File: config.mk
export PLATFORM = sky130hd
export DESIGN_NAME = branch_predictor
export DESIGN_NICKNAME = d
export VERILOG_FILES = /design/src/rtl/mpc_pkg.sv /design/src/rtl/pred_queue.sv /design/src/rtl/branch_predictor.sv
export SDC_FILE = /design/constraint.sdc
export NUM_CORES = 1
export LEC_CHECK = 0
export ABC_CLOCK_PERIOD_IN_PS = 2800
export BUFFER_PORTS_ARGS = -buffer_cell sky130_fd_sc_hd__buf_2
export CORE_MARGIN = 8
export CORE_UTILIZATION = 41
export DETAILED_ROUTE_END_ITERATION = 12
export PLACE_DENSITY = 0.71
export SYNTH_ARGS = -nofsm -noshare
export SYNTH_HDL_FRONTEND = slang
export SYNTH_HIERARCHICAL = 1
export SYNTH_SLANG_ARGS = --single-unit
File: constraint.sdc
create_clock -name clk -period 2.8 [get_ports clk]
set_input_delay 0.42 -clock clk [delete_from_list [all_inputs] [get_ports clk]]
set_output_delay 0.42 -clock clk [all_outputs]
set_load 0.005 [all_outputs]
File: src/rtl/mpc_pkg.sv
// Shared microprogram-control definitions: MIR TYPE codes, prediction type codes,
// and the 2-bit saturating counter behaviour used by the predictor and the checker.
package mpc_pkg;

   localparam logic [6:0] T_JCOND = 7'b1000001;
   localparam logic [6:0] T_JCY   = 7'b1010000;

   localparam logic [1:0] COND_JZE = 2'b01;
   localparam logic [1:0] COND_JNE = 2'b10;

   typedef enum logic [1:0] {
      PT_JCY = 2'b00,
      PT_JZE = 2'b01,
      PT_JNE = 2'b10
   } pred_type_e;

   // Weakly not-taken.
   localparam logic [1:0] CTR_RESET = 2'b01;

   function automatic logic [1:0] sat_update(input logic [1:0] ctr, input logic up);
      if (up)
         return (ctr == 2'b11) ? ctr : ctr + 2'd1;
      else
         return (ctr == 2'b00) ? ctr : ctr - 2'd1;
   endfunction

endpackage

File: src/rtl/pred_queue.sv
// In-flight prediction FIFO: push at tail, pop at head, flush discards all entries.
// head_data reads as zero while the queue is empty.
module pred_queue #(
   parameter int WIDTH = 7,
   parameter int DEPTH = 2
) (
   input  logic                         clk,
   input  logic                         rst_n,
   input  logic                         push,
   input  logic                         pop,
   input  logic                         flush,
   input  logic [WIDTH-1:0]             push_data,
   output logic [WIDTH-1:0]             head_data,
   output logic [$clog2(DEPTH+1)-1:0]   count
);

   localparam int CW = $clog2(DEPTH + 1);
   localparam int PW = (DEPTH > 1) ? $clog2(DEPTH) : 1;

   logic [WIDTH-1:0] mem [DEPTH];
   logic [PW-1:0]    rd_ptr;
   logic [PW-1:0]    wr_ptr;

   function automatic logic [PW-1:0] next_ptr(input logic [PW-1:0] p);
      return (p == PW'(DEPTH - 1)) ? '0 : p + 1'b1;
   endfunction

   always_ff @(posedge clk) begin
      if (!rst_n || flush) begin
         rd_ptr <= '0;
         wr_ptr <= '0;
         count  <= '0;
      end else begin
         if (push)
            wr_ptr <= next_ptr(wr_ptr);
         if (pop)
            rd_ptr <= next_ptr(rd_ptr);
         case ({push, pop})
            2'b10:   count <= count + CW'(1);
            2'b01:   count <= count - CW'(1);
            default: count <= count;
         endcase
      end
   end

   // When full, a simultaneous pop reads the old head before this write lands.
   always_ff @(posedge clk) begin
      if (push)
         mem[wr_ptr] <= push_data;
   end

   assign head_data = (count != '0) ? mem[rd_ptr] : '0;

endmodule

File: src/rtl/branch_predictor.sv
// Microbranch predictor: 2-bit saturating counters indexed by microaddress,
// with an in-flight queue of predictions awaiting resolution by the checker.
module branch_predictor
   import mpc_pkg::*;
#(
   parameter int TABLE_BITS = 4,
   parameter int Q_DEPTH    = 2
) (
   input  logic       clk,
   input  logic       rst_n,
   input  logic       fetch_valid,
   input  logic [6:0] fetch_T,
   input  logic [1:0] fetch_cond,
   input  logic [7:0] fetch_addr,
   output logic       pred_taken,
   output logic       stall,
   output logic [1:0] pred_type,
   output logic       last_pred,
   output logic       pending,
   input  logic       checked,
   input  logic       incorrect_pred,
   input  logic       correct_pred
);

   localparam int unsigned ENTRIES = 1 << TABLE_BITS;
   localparam int EW = TABLE_BITS + 3;
   localparam int CW = $clog2(Q_DEPTH + 1);

   logic [1:0]            ctr [ENTRIES];
   logic [TABLE_BITS-1:0] idx;
   logic                  is_branch;
   pred_type_e            ftype;

   logic [EW-1:0]         push_data;
   logic [EW-1:0]         head_data;
   logic [CW-1:0]         count;
   logic [TABLE_BITS-1:0] head_idx;
   logic                  full;
   logic                  nonempty;
   logic                  do_push;
   logic                  do_pop;
   logic                  flush;
   logic                  unused_addr_bits;

   assign idx              = fetch_addr[TABLE_BITS-1:0];
   assign unused_addr_bits = ^fetch_addr[7:TABLE_BITS];

   always_comb begin
      is_branch = 1'b0;
      ftype     = PT_JCY;
      if (fetch_valid) begin
         if (fetch_T == T_JCOND && (fetch_cond == COND_JZE || fetch_cond == COND_JNE)) begin
            is_branch = 1'b1;
            ftype     = pred_type_e'(fetch_cond);
         end else if (fetch_T == T_JCY) begin
            is_branch = 1'b1;
         end
      end
   end

   assign pred_taken = is_branch & ctr[idx][1];

   assign full     = (count == CW'(Q_DEPTH));
   assign nonempty = (count != '0);
   assign stall    = is_branch & full & ~checked;
   assign do_pop   = checked & nonempty;
   // A misprediction squashes everything younger, including this cycle's fetch.
   assign flush    = do_pop & incorrect_pred;
   assign do_push  = is_branch & ~stall & ~flush;

   assign push_data = {ftype, pred_taken, idx};
   assign head_idx  = head_data[TABLE_BITS-1:0];
   assign pred_type = head_data[EW-1 -: 2];
   assign last_pred = head_data[TABLE_BITS];
   assign pending   = nonempty;

   pred_queue #(
      .WIDTH (EW),
      .DEPTH (Q_DEPTH)
   ) u_queue (
      .clk       (clk),
      .rst_n     (rst_n),
      .push      (do_push),
      .pop       (do_pop),
      .flush     (flush),
      .push_data (push_data),
      .head_data (head_data),
      .count     (count)
   );

   always_ff @(posedge clk) begin
      if (!rst_n) begin
         for (int unsigned i = 0; i < ENTRIES; i++)
            ctr[i[TABLE_BITS-1:0]] <= CTR_RESET;
      end else if (do_pop) begin
         ctr[head_idx] <= sat_update(ctr[head_idx], correct_pred);
      end
   end

endmodule

==> run_results.csv, run 1 <==
group,metric,value,unit
yosys,synth_simple_gate_area_share,21.0,%
die,core_area,0.00628,mm^2
timing,fin_skew,0.00423,ns
yosys,synth_xor_area_share,1.67,%
detailed_routing,post_drt_wl_per_cell,16.9,um
yosys,yosysWarnings,6,
yosys,synth_flop_cell,"edfxtp_1",
power_and_ir_drop,pwr-share-seq,61.1,%
yosys,ys_ff_latch,51,
yosys,synth-seq-area-share,56.4,%
detailed_routing,vias,1735,
power_and_ir_drop,p_clk_share,32.7,%
power_and_ir_drop,switching_share,21.9,%
timing,rsz0062_at_grt,"false",
yosys,synth_common_cells,"edfxtp_1 (46), nand2_1 (36), nor2_1 (34)",
setup_path,startpoint_type,"register",
clock_network,h-tree-depth,2,
yosys,synth_largest_area_cell,"edfxtp_1",
detailed_routing,via_per_inst,5.44,
power_and_ir_drop,powerDensity,471,mW/mm^2
detailed_routing,drt_iter0_drc,215,
timing,drv_slew,0,
yosys,synth_top_family_by_area,"simple AND/OR/NAND/NOR gates",
die,num_rows,29,
place,portBuffers,24,
setup_path,endpoint_kind,"register",
detailed_routing,wl,5.38,mm
yosys,postSynth.asyncResetShare,0,%
power_and_ir_drop,p_switching,301,uW
clock_network,clk_pin_slew,0.09,ns
status,status,"completed",
clock_network,cts.sinks,51,
yosys,synthMuxAreaShare,14.7,%
cells_and_area,drive_above_1_share,24.0,%
power_and_ir_drop,power.total,1370,uW
cells_and_area,finalNetCount,265,
timing,max_freq,389,MHz
yosys,syn_inst,217,
clock_network,tritoncts,"yes",
place,routabilityCongestion,0.786,
die,die_area,0.00922,mm^2
die,die_h,96.0,um
timing,post-route-period-util,91.8,%
setup_path,crit_type,"reg -> reg",
timing,finalCriticalPeriod,2.57,ns
yosys,yosys-top-cells-area,"edfxtp_1 (53%), mux4_2 (8.6%), nand2_1 (5.1%)",
detailed_routing,drtPass1Iterations,4,
clock_network,clock_latency,0.30,ns
yosys,yosysMostFrequentCell,"edfxtp_1",
clock_network,numCtsBuffers,5,
die,die_x,96.0,um
timing,slew_headroom,55.2,%
yosys,synth_compound_area_share,1.05,%
setup_path,r2r_cells,8,
global_routing,grt_pass1_wl,9.03,mm
global_routing,grtUsageTotal,12.8,%
place,placed_cell_area,0.00282,mm^2
power_and_ir_drop,p_comb_share,6.2,%
detailed_routing,drc,0,
die,start_util,41.8,%
yosys,synth_nets,241,
cells_and_area,area_growth,11.2,%
power_and_ir_drop,ir_worst_vdd,0.000231,V
clock_network,clockRootBuffer,"clkbuf_8",
timing,hold_violations,0,
cells_and_area,design_area,0.00292,mm^2
global_routing,grt_pass1_vias,1812,
global_routing,overflow,0,
setup_path,arrival,2.60,ns
job,maxCapViolations,0,
timing,tightest_slew,0.669,ns
worst_hold_path,hp-class,"in -> reg",
yosys,avgSynthCellArea,12.1,um^2
detailed_routing,detail-route-antenna-nets,0,
power_and_ir_drop,leakagePower,0.000951,uW
worst_hold_path,hold_depth,1,
cells_and_area,n_antenna_cell,0,
setup_path,cp.required,2.83,ns
timing,finalSetupViolations,0,
yosys,synth_fa_ha_area_share,1.52,%
yosys,synth_edf_count,46,
timing,finalSetupTns,0,ns
die,io_pins,29,
setup_path,worst-path-max-fanout,16,
clock_network,cts_buffer_depth,2,
place,dp_hpwl,3.88,mm
global_routing,grt_max_degree,21,
yosys,synth_cell_type_count,38,
yosys,syn_area,0.00263,mm^2
power_and_ir_drop,internal_power,1070,uW
yosys,yosysTopAreaCellShare,52.6,%
global_routing,antenna_found_initial,0,
==> worst paths after layout <==
| check | start | to | slack, ns |
|---|---|---|---|
| max | register | ctr[10][0] | 0.23 |
| min reg2reg | u_queue/wr_ptr | u_queue/wr_ptr | 0.55 |
| max reg2reg | register | ctr[10][0] | 0.23 |
| min | fetch_addr[3] | u_queue/mem[1][3] | 0.33 |
==> placed cells by master (no fill, tap or decap), drive strengths merged, types with 3 or more instances in the layout <==
cell	n
nand2b	3
and3	3
nor3	3
nor2	34
dfxtp	5
mux2i	7
clkbuf	6
nand3	19
nand2	36
buf	30
inv	3
edfxtp	46
xnor2	4
mux4	13
nor2b	5
==> timing repair <==
action,in CTS,in global routing
gates resized for setup,0,3
hold buffers,0,0
buffers inserted,0,0
setup endpoints to repair,0,47
==> stage by stage <==
| stage | util (%) | std cells | hold WS (ns) | setup WS (ns) |
|---|---|---|---|---|
| finish | 46.5 | 319 | 0.335 | 0.229 |
| global route | 46.5 | 319 | 0.336 | 0.0356 |
| CTS | 46.4 | 319 | 0.330 | 0.184 |
| detailed placement | 44.8 | 311 | 0.512 | 0.206 |
| global placement | 44.8 | 311 | 0.495 | 0.259 |
| floorplan | - | 217 | 0.474 | 0.368 |
==> per-layer routing <==
metal | global-route usage (%) | vias to the layer above | wire length (um)
met3 | 2.89 | 11 | 310
met1 | 15.7 | 842 | 2290
met5 | 0 | - | 0
met4 | 5.63 | 0 | 137
li1 | - | 836 | -
met2 | 21.1 | 46 | 2650
==> registers in the layout, indices dropped and copies added, names as in the netlist, named ones only <==
signal	count
u_queue/mem	14
u_queue/rd_ptr	1
ctr	32
u_queue/count	2
u_queue/wr_ptr	1
==> area by class of cell <==
type | instances | area (um^2)
clock buffer | 6 | 82.6
clock inverter | 2 | 16.3
fill | 562 | 3360
inverter | 3 | 11.3
multi-input combinational | 150 | 1050
sequential | 51 | 1480
tap | 77 | 96.3
timing repair buffer | 30 | 178
==> power by group through the flow <==
stage                     logic [uW]  registers (uW)  clock network, uW
after global routing            94.7             841                489
final                           85.4             840                450
after global placement          84.0             856                  0
after floorplan                 56.9             853                  0
after detailed placement        85.5             857                  0
after CTS                       85.8             839                460
==> logic make-up (layout without fill, tap and decap cells) <==
group                      after synthesis  in the layout
AOI/OAI and AO/OA                        5              5
adders and majority gates                3              3
DFF                                     51             51
xor gates and xnor gates                 5              5
and+or+nand+nor                        116            116
buffers and inverters                   16             41
muxes                                   21             21
==> worst max-delay path, stage by stage, from the launching register on <==
cell and delay [ns]:
dfxtp_1 0.45, mux2i_1 0.10, nor2_1 0.19, buf_12 0.19
mux4_2 0.50, a22oi_1 0.18, and3_2 0.24, maj3_4 0.31
nand3_1 0.11
Power figures use the tool's default switching activity.
==> run 2, diff against run 1 <==
--- a/config.mk
+++ b/config.mk
@@ -7,10 +7,13 @@
 export LEC_CHECK = 0
 export ABC_CLOCK_PERIOD_IN_PS = 2800
 export BUFFER_PORTS_ARGS = -buffer_cell sky130_fd_sc_hd__buf_2
+export CELL_PAD_IN_SITES_DETAIL_PLACEMENT = 1
+export CELL_PAD_IN_SITES_GLOBAL_PLACEMENT = 1
 export CORE_MARGIN = 8
 export CORE_UTILIZATION = 41
+export CTS_BUF_LIST = sky130_fd_sc_hd__clkbuf_8
 export DETAILED_ROUTE_END_ITERATION = 12
-export PLACE_DENSITY = 0.71
+export PLACE_DENSITY = 0.82
 export SYNTH_ARGS = -nofsm -noshare
 export SYNTH_HDL_FRONTEND = slang
 export SYNTH_HIERARCHICAL = 1
==> run_results.csv, run 2 (synthesized netlist as in run 1, its figures left out) <==
group,metric,value,unit
status,status,"completed",
job,maxCapViolations,0,
clock_network,post_cts_buffers,0,
detailed_routing,drt_iter0_drc,111,
die,die_h,96.0,um
timing,slew_headroom,54.8,%
global_routing,grt_pass1_vias,1968,
die,core_area,0.00628,mm^2
timing,finalSetupViolations,0,
place,placed_cell_area,0.00284,mm^2
detailed_routing,wl,6.14,mm
power_and_ir_drop,powerDensity,493,mW/mm^2
power_and_ir_drop,leakagePower,0.000978,uW
detailed_routing,vias,1752,
cells_and_area,largest_reg_flops,32,
die,die_area,0.00922,mm^2
setup_path,startpoint_type,"register",
timing,drv_slew,0,
clock_network,clockRootBuffer,"clkbuf_8",
place,routabilityCongestion,0.759,
clock_network,post_cts_resized,0,
setup_path,crit_type,"reg -> reg",
detailed_routing,detail-route-antenna-nets,0,
power_and_ir_drop,p_clk_share,36.1,%
power_and_ir_drop,ir_worst_vdd,0.000278,V
clock_network,h-tree-depth,2,
global_routing,grtUsageTotal,14.7,%
setup_path,arrival,2.65,ns
timing,tightest_slew,0.676,ns
timing,rsz0062_at_grt,"false",
clock_network,tritoncts,"yes",
cells_and_area,finalNetCount,268,
cells_and_area,design_area,0.00295,mm^2
die,num_rows,29,
power_and_ir_drop,switching_share,21.7,%
cells_and_area,instances_no_fill,322,
clock_network,cts_hold_buf,0,
power_and_ir_drop,pwr-share-seq,57.8,%
clock_network,cts_buffer_depth,2,
timing,hold_violations,0,
detailed_routing,post_drt_wl_per_cell,19.1,um
setup_path,worst-path-max-fanout,16,
timing,finalSetupTns,0,ns
die,die_x,96.0,um
detailed_routing,drc,0,
timing,fin_skew,0.0122,ns
cells_and_area,regMostFlops,"ctr",
die,start_util,41.8,%
global_routing,grt_pass1_wl,10.3,mm
timing,post-route-period-util,93.3,%
place,dpl.cell_count,314,
global_routing,antenna_found_initial,0,
clock_network,numCtsBuffers,5,
place,portBuffers,24,
detailed_routing,drtPass1Iterations,4,
power_and_ir_drop,p_comb_share,6.1,%
global_routing,grt_max_degree,21,
setup_path,cp.required,2.84,ns
cells_and_area,layout_common_cells,"edfxtp_1 (46), nand2_1 (36), nor2_1 (34)",
cells_and_area,area_growth,12.3,%
die,io_pins,29,
clock_network,cts.sinks,51,
power_and_ir_drop,p_switching,315,uW
cells_and_area,n_antenna_cell,0,
cells_and_area,final.fill_count,667,
cells_and_area,top_regs,"ctr x32, u_queue/mem x14, u_queue/count x2",
worst_hold_path,hp-class,"in -> reg",
detailed_routing,via_per_inst,5.44,
power_and_ir_drop,internal_power,1140,uW
clock_network,clock_latency,0.31,ns
timing,finalCriticalPeriod,2.61,ns
clock_network,clk_pin_slew,0.10,ns
cells_and_area,drive_above_1_share,23.7,%
timing,fin_hold_ws,0.315,ns
place,dp_hpwl,4.59,mm
cells_and_area,final_common_cell,"edfxtp_1",
timing,max_freq,383,MHz
setup_path,endpoint_kind,"register",
global_routing,overflow,0,
-- run 2: cell types whose count changed in the layout (fill, tap and decap cells not counted) --
cell,before,now
clkinv_2,0,1
bufinv_16,0,1
clkinvlp_4,1,0
dfxtp_2,1,0
nor2_2,2,0
clkbuf_8,6,5
dfxtp_1,4,5
buf_4,5,8
nor2_1,32,34
-- run 2: routing by layer --
metal,up-vias,global-route usage [%],part of all wire [%]
li1,841,-,-
met1,870,17.3,41
met2,31,26.2,53
met3,10,3.20,4.7
met4,0,4.23,1.5
met5,-,0,0
-- run 2: cell type report --
cell class                      count  area (um^2)  share of cell area [%]
Inverter                            3         11.3                   0.382
Sequential cell                    51         1480                    50.2
Timing Repair Buffer               33          200                    6.79
Tap cell                           77         96.3                    3.27
Clock inverter                      3         43.8                    1.48
Clock buffer                        5         68.8                    2.33
Multi-Input combinational cell    150         1050                    35.5
-- run 2: final timing paths --
kind | startpoint | endpoint | slack, ns | depth (start not counted)
min reg2reg | u_queue/rd_ptr | u_queue/rd_ptr | 0.53 | 2
max reg2reg | u_queue/count[1] | ctr[1][0] | 0.19 | 8
max | u_queue/count[1] | ctr[1][0] | 0.19 | 8
min | fetch_addr[3] | u_queue/mem[0][3] | 0.31 | 1
-- run 2: through the flow --
step                utilization (%)  total power, uW  worst slack [ns]
global route                   47.0             1500           0.00418
detailed placement             45.2              947             0.179
floorplan                         -              910             0.368
CTS                            47.0             1460             0.169
finish                         47.0             1450             0.186
global placement               45.2              941             0.291
-- run 2: critical path: stages (launching register included) --
cell and delay [ns]:
dfxtp_1 0.40, nor2_1 0.08, nor2_1 0.25, buf_4 0.23
mux4_2 0.50, a22oi_1 0.19, and3_2 0.24, maj3_4 0.32
nand3_1 0.12
-- run 2: power groups by stage --
stage	registers (uW)	clock network, uW	logic [uW]
after floorplan	853	0	56.9
after CTS	840	528	89.8
after global placement	856	0	85.7
after detailed placement	857	0	89.3
after global routing	841	558	97.8
final	840	524	88.7
==> run 3, diff against run 2 <==
--- a/config.mk
+++ b/config.mk
@@ -12,9 +12,9 @@
 export CORE_MARGIN = 8
 export CORE_UTILIZATION = 41
 export CTS_BUF_LIST = sky130_fd_sc_hd__clkbuf_8
+export CTS_CLUSTER_SIZE = 30
 export DETAILED_ROUTE_END_ITERATION = 12
-export PLACE_DENSITY = 0.82
+export PLACE_DENSITY = 0.83
 export SYNTH_ARGS = -nofsm -noshare
 export SYNTH_HDL_FRONTEND = slang
-export SYNTH_HIERARCHICAL = 1
 export SYNTH_SLANG_ARGS = --single-unit
==> run_results.csv, run 3 <==
group,metric,value,unit
status,status,"completed",
yosys,synth_simple_gate_area_share,20.9,%
die,start_util,42.4,%
clock_network,clk_pin_slew,0.09,ns
job,maxCapViolations,0,
place,portBuffers,24,
yosys,synth_xor_area_share,1.94,%
die,io_pins,29,
power_and_ir_drop,powerDensity,451,mW/mm^2
global_routing,grt_pass1_wl,11.0,mm
global_routing,grt_max_degree,19,
detailed_routing,drc,0,
clock_network,tritoncts,"yes",
die,core_area,0.00639,mm^2
place,dp_hpwl,5.30,mm
die,die_x,97.3,um
die,die_area,0.00946,mm^2
yosys,synth_flop_cell,"edfxtp_1",
worst_hold_path,hold_depth,1,
yosys,synth_compound_area_share,7.95,%
setup_path,r2r_slack,0.19,ns
clock_network,h-tree-depth,2,
cells_and_area,finalNetCount,304,
clock_network,numCtsBuffers,5,
cells_and_area,final.fill_count,718,
yosys,yosysMostFrequentCell,"edfxtp_1",
die,num_rows,29,
setup_path,startpoint_type,"register",
global_routing,busiest_layer,"met2",
setup_path,r2r-start,"u_queue.count[0]",
cells_and_area,area_growth,14.1,%
global_routing,grt_pass1_vias,2215,
clock_network,clockRootBuffer,"clkbuf_8",
cells_and_area,final_common_cell,"edfxtp_1",
timing,fin_ws,0.194,ns
setup_path,crit_type,"reg -> reg",
power_and_ir_drop,ir_worst_vdd,0.000219,V
yosys,synth_cell_type_count,40,
place,routabilityCongestion,0.892,
detailed_routing,vias,2055,
yosys,avgSynthCellArea,11.2,um^2
yosys,ys_ff_latch,51,
power_and_ir_drop,pwr-share-seq,60.2,%
timing,finalSetupTns,0,ns
setup_path,rr_endpoint,"ctr[3][0]",
timing,drv_slew,0,
timing,tightest_slew,0.647,ns
timing,finalSetupViolations,0,
cells_and_area,regMostFlops,"ctr",
clock_network,cts_buffer_depth,2,
timing,slew_headroom,56.7,%
global_routing,antenna_found_initial,0,
global_routing,overflow,0,
yosys,yosysTopAreaCellShare,51.0,%
setup_path,worst-path-max-fanout,16,
die,die_h,97.3,um
setup_path,cp.required,2.96,ns
detailed_routing,detail-route-antenna-nets,0,
timing,hold_violations,0,
setup_path,r2r_cells,8,
global_routing,gr-usage-met2,26.2,%
clock_network,clock_latency,0.30,ns
clock_network,cts.sinks,51,
timing,fin_skew,0.00632,ns
cells_and_area,layout_common_cells,"edfxtp_1 (46), nand2_1 (43), nor2_1 (32)",
cells_and_area,drive_above_1_share,25.3,%
cells_and_area,top_regs,"ctr x32, u_queue.mem x14, u_queue.count x2",
yosys,synth_fa_ha_area_share,1.48,%
detailed_routing,wl,6.92,mm
yosys,yosys-top-cells-area,"edfxtp_1 (51%), nand2_1 (6.0%), nand3_1 (5.0%)",
yosys,synth_common_cells,"edfxtp_1 (46), nand2_1 (43), nor2_1 (32)",
yosys,synthMuxAreaShare,10.1,%
yosys,synth_top_family_by_area,"simple AND/OR/NAND/NOR gates",
detailed_routing,via_per_inst,5.74,
timing,fin_hold_ws,0.334,ns
yosys,synth_nets,266,
timing,max_freq,384,MHz
cells_and_area,largest_reg_flops,32,
yosys,postSynth.asyncResetShare,0,%
global_routing,grt_use_met3,2.84,%
timing,finalCriticalPeriod,2.61,ns
setup_path,cp_common_cell,"nand3_1",
yosys,syn_inst,242,
yosys,synth_largest_area_cell,"edfxtp_1",
setup_path,cpPeakStageDelay,0.46,ns
power_and_ir_drop,leakagePower,0.00106,uW
yosys,synth_edf_count,46,
setup_path,arrival,2.77,ns
detailed_routing,drtPass1Iterations,4,
setup_path,path_cells,"nor2_4, inv_2, nand2_4, mux2_4, a2111oi_4, nand3_1, maj3_4, nand3_1",
global_routing,grtUsageTotal,14.6,%
yosys,syn_area,0.00271,mm^2
power_and_ir_drop,switching_share,21.4,%
cells_and_area,instances_no_fill,358,
detailed_routing,drt_iter0_drc,98,
worst_hold_path,min_from,"fetch_addr[3]",
power_and_ir_drop,p_clk_share,33.2,%
place,dp_slack,0.0806,ns
place,placed_cell_area,0.00298,mm^2
worst_hold_path,hp-class,"in -> reg",
setup_path,endpoint_kind,"register",
yosys,synth-seq-area-share,54.7,%
cells_and_area,design_area,0.00309,mm^2
timing,rsz0062_at_grt,"false",
clock_network,cts_hold_buf,0,
timing,post-route-period-util,93.1,%
power_and_ir_drop,internal_power,1100,uW
place,dpl.cell_count,350,
power_and_ir_drop,p_comb_share,6.6,%
worst_hold_path,holdPathEnd,"u_queue.mem[1][3]",
global_routing,grtUsageMet1,15.9,%
power_and_ir_drop,p_switching,299,uW
setup_path,slowest_stage,"maj3_4",
yosys,yosysWarnings,0,
detailed_routing,post_drt_wl_per_cell,19.3,um
cells_and_area,n_antenna_cell,0,
run 3: changes by cell type after synthesis, sizes merged, moves of 6 or more:
| cell | change |
|---|---|
| a211oi | +10 |
| mux4 | -8 |
| nand2 | +8 |
| nand3 | +8 |
| o21ai | +6 |
run 3: worst max-delay path: cells and delay by family, from the launching register on:
family / cells / cell delay (ns)
adder cells (fa/ha/maj): 1 / 0.46
AND/OR/NAND/NOR: 4 / 0.71
AO/OA/AOI/OAI: 1 / 0.40
multiplexers: 1 / 0.32
buffers and inverters: 1 / 0.19
flip-flops: 1 / 0.38
run 3: worst max-delay path by stage:
stage,start,cells after the start,slack [ns],end
global placement,register,8,0.14,ctr[3][0]
CTS,register,8,0.06,ctr[3][0]
floorplan,register,9,0.27,ctr[4][0]
detailed placement,register,8,0.08,ctr[3][0]
finish,u_queue.count[0],8,0.19,ctr[3][0]
global route,register,8,0.08,ctr[3][0]
run 3: cell type report:
cell class	instances	area, um^2	share of cell area, %
sequential	51	1480	48.0
multi-input combinational	178	1150	37.1
timing repair buffer	41	248	8.02
clock buffer	7	96.3	3.12
tap	77	96.3	3.12
inverter	3	11.3	0.365
clock inverter	1	7.51	0.243
run 3: timing repair:
action                     in CTS  in global routing
buffers inserted                0                  0
resized for setup               0                  1
setup endpoints to repair       0                 16
run 3: cells by family (layout without fill, tap and decap cells):
kind of cell / Yosys count / after routing
adder cells (fa/ha/maj): 3 / 3
multiplexers: 18 / 18
AND/OR/NAND/NOR: 123 / 123
XOR/XNOR: 6 / 6
buffers and inverters: 13 / 52
AO/OA/AOI/OAI: 28 / 28
flip-flops: 51 / 51
run 3: power by group through the flow:
stage               Clock, uW  Combinational [uW]  Sequential (uW)
detailed placement          0                91.5              857
CTS                       469                91.6              839
global route              503                98.4              841
floorplan                   0                57.6              854
finish                    463                91.6              840
global placement            0                87.3              856
run 3: per-layer routing:
layer | vias to the layer above | routed length [um]
li1 | 962 | -
met1 | 1034 | 2900
met4 | 0 | 160
met5 | - | 0
met2 | 43 | 3590
met3 | 16 | 271
run 3: metrics by stage:
step	power [uW]	utilization [%]
2_1_floorplan	911	-
3_3_place_gp	943	46.7
3_5_place_dp	948	46.7
4_1_cts	1400	48.4
5_1_grt	1440	48.4
6_report	1390	48.4
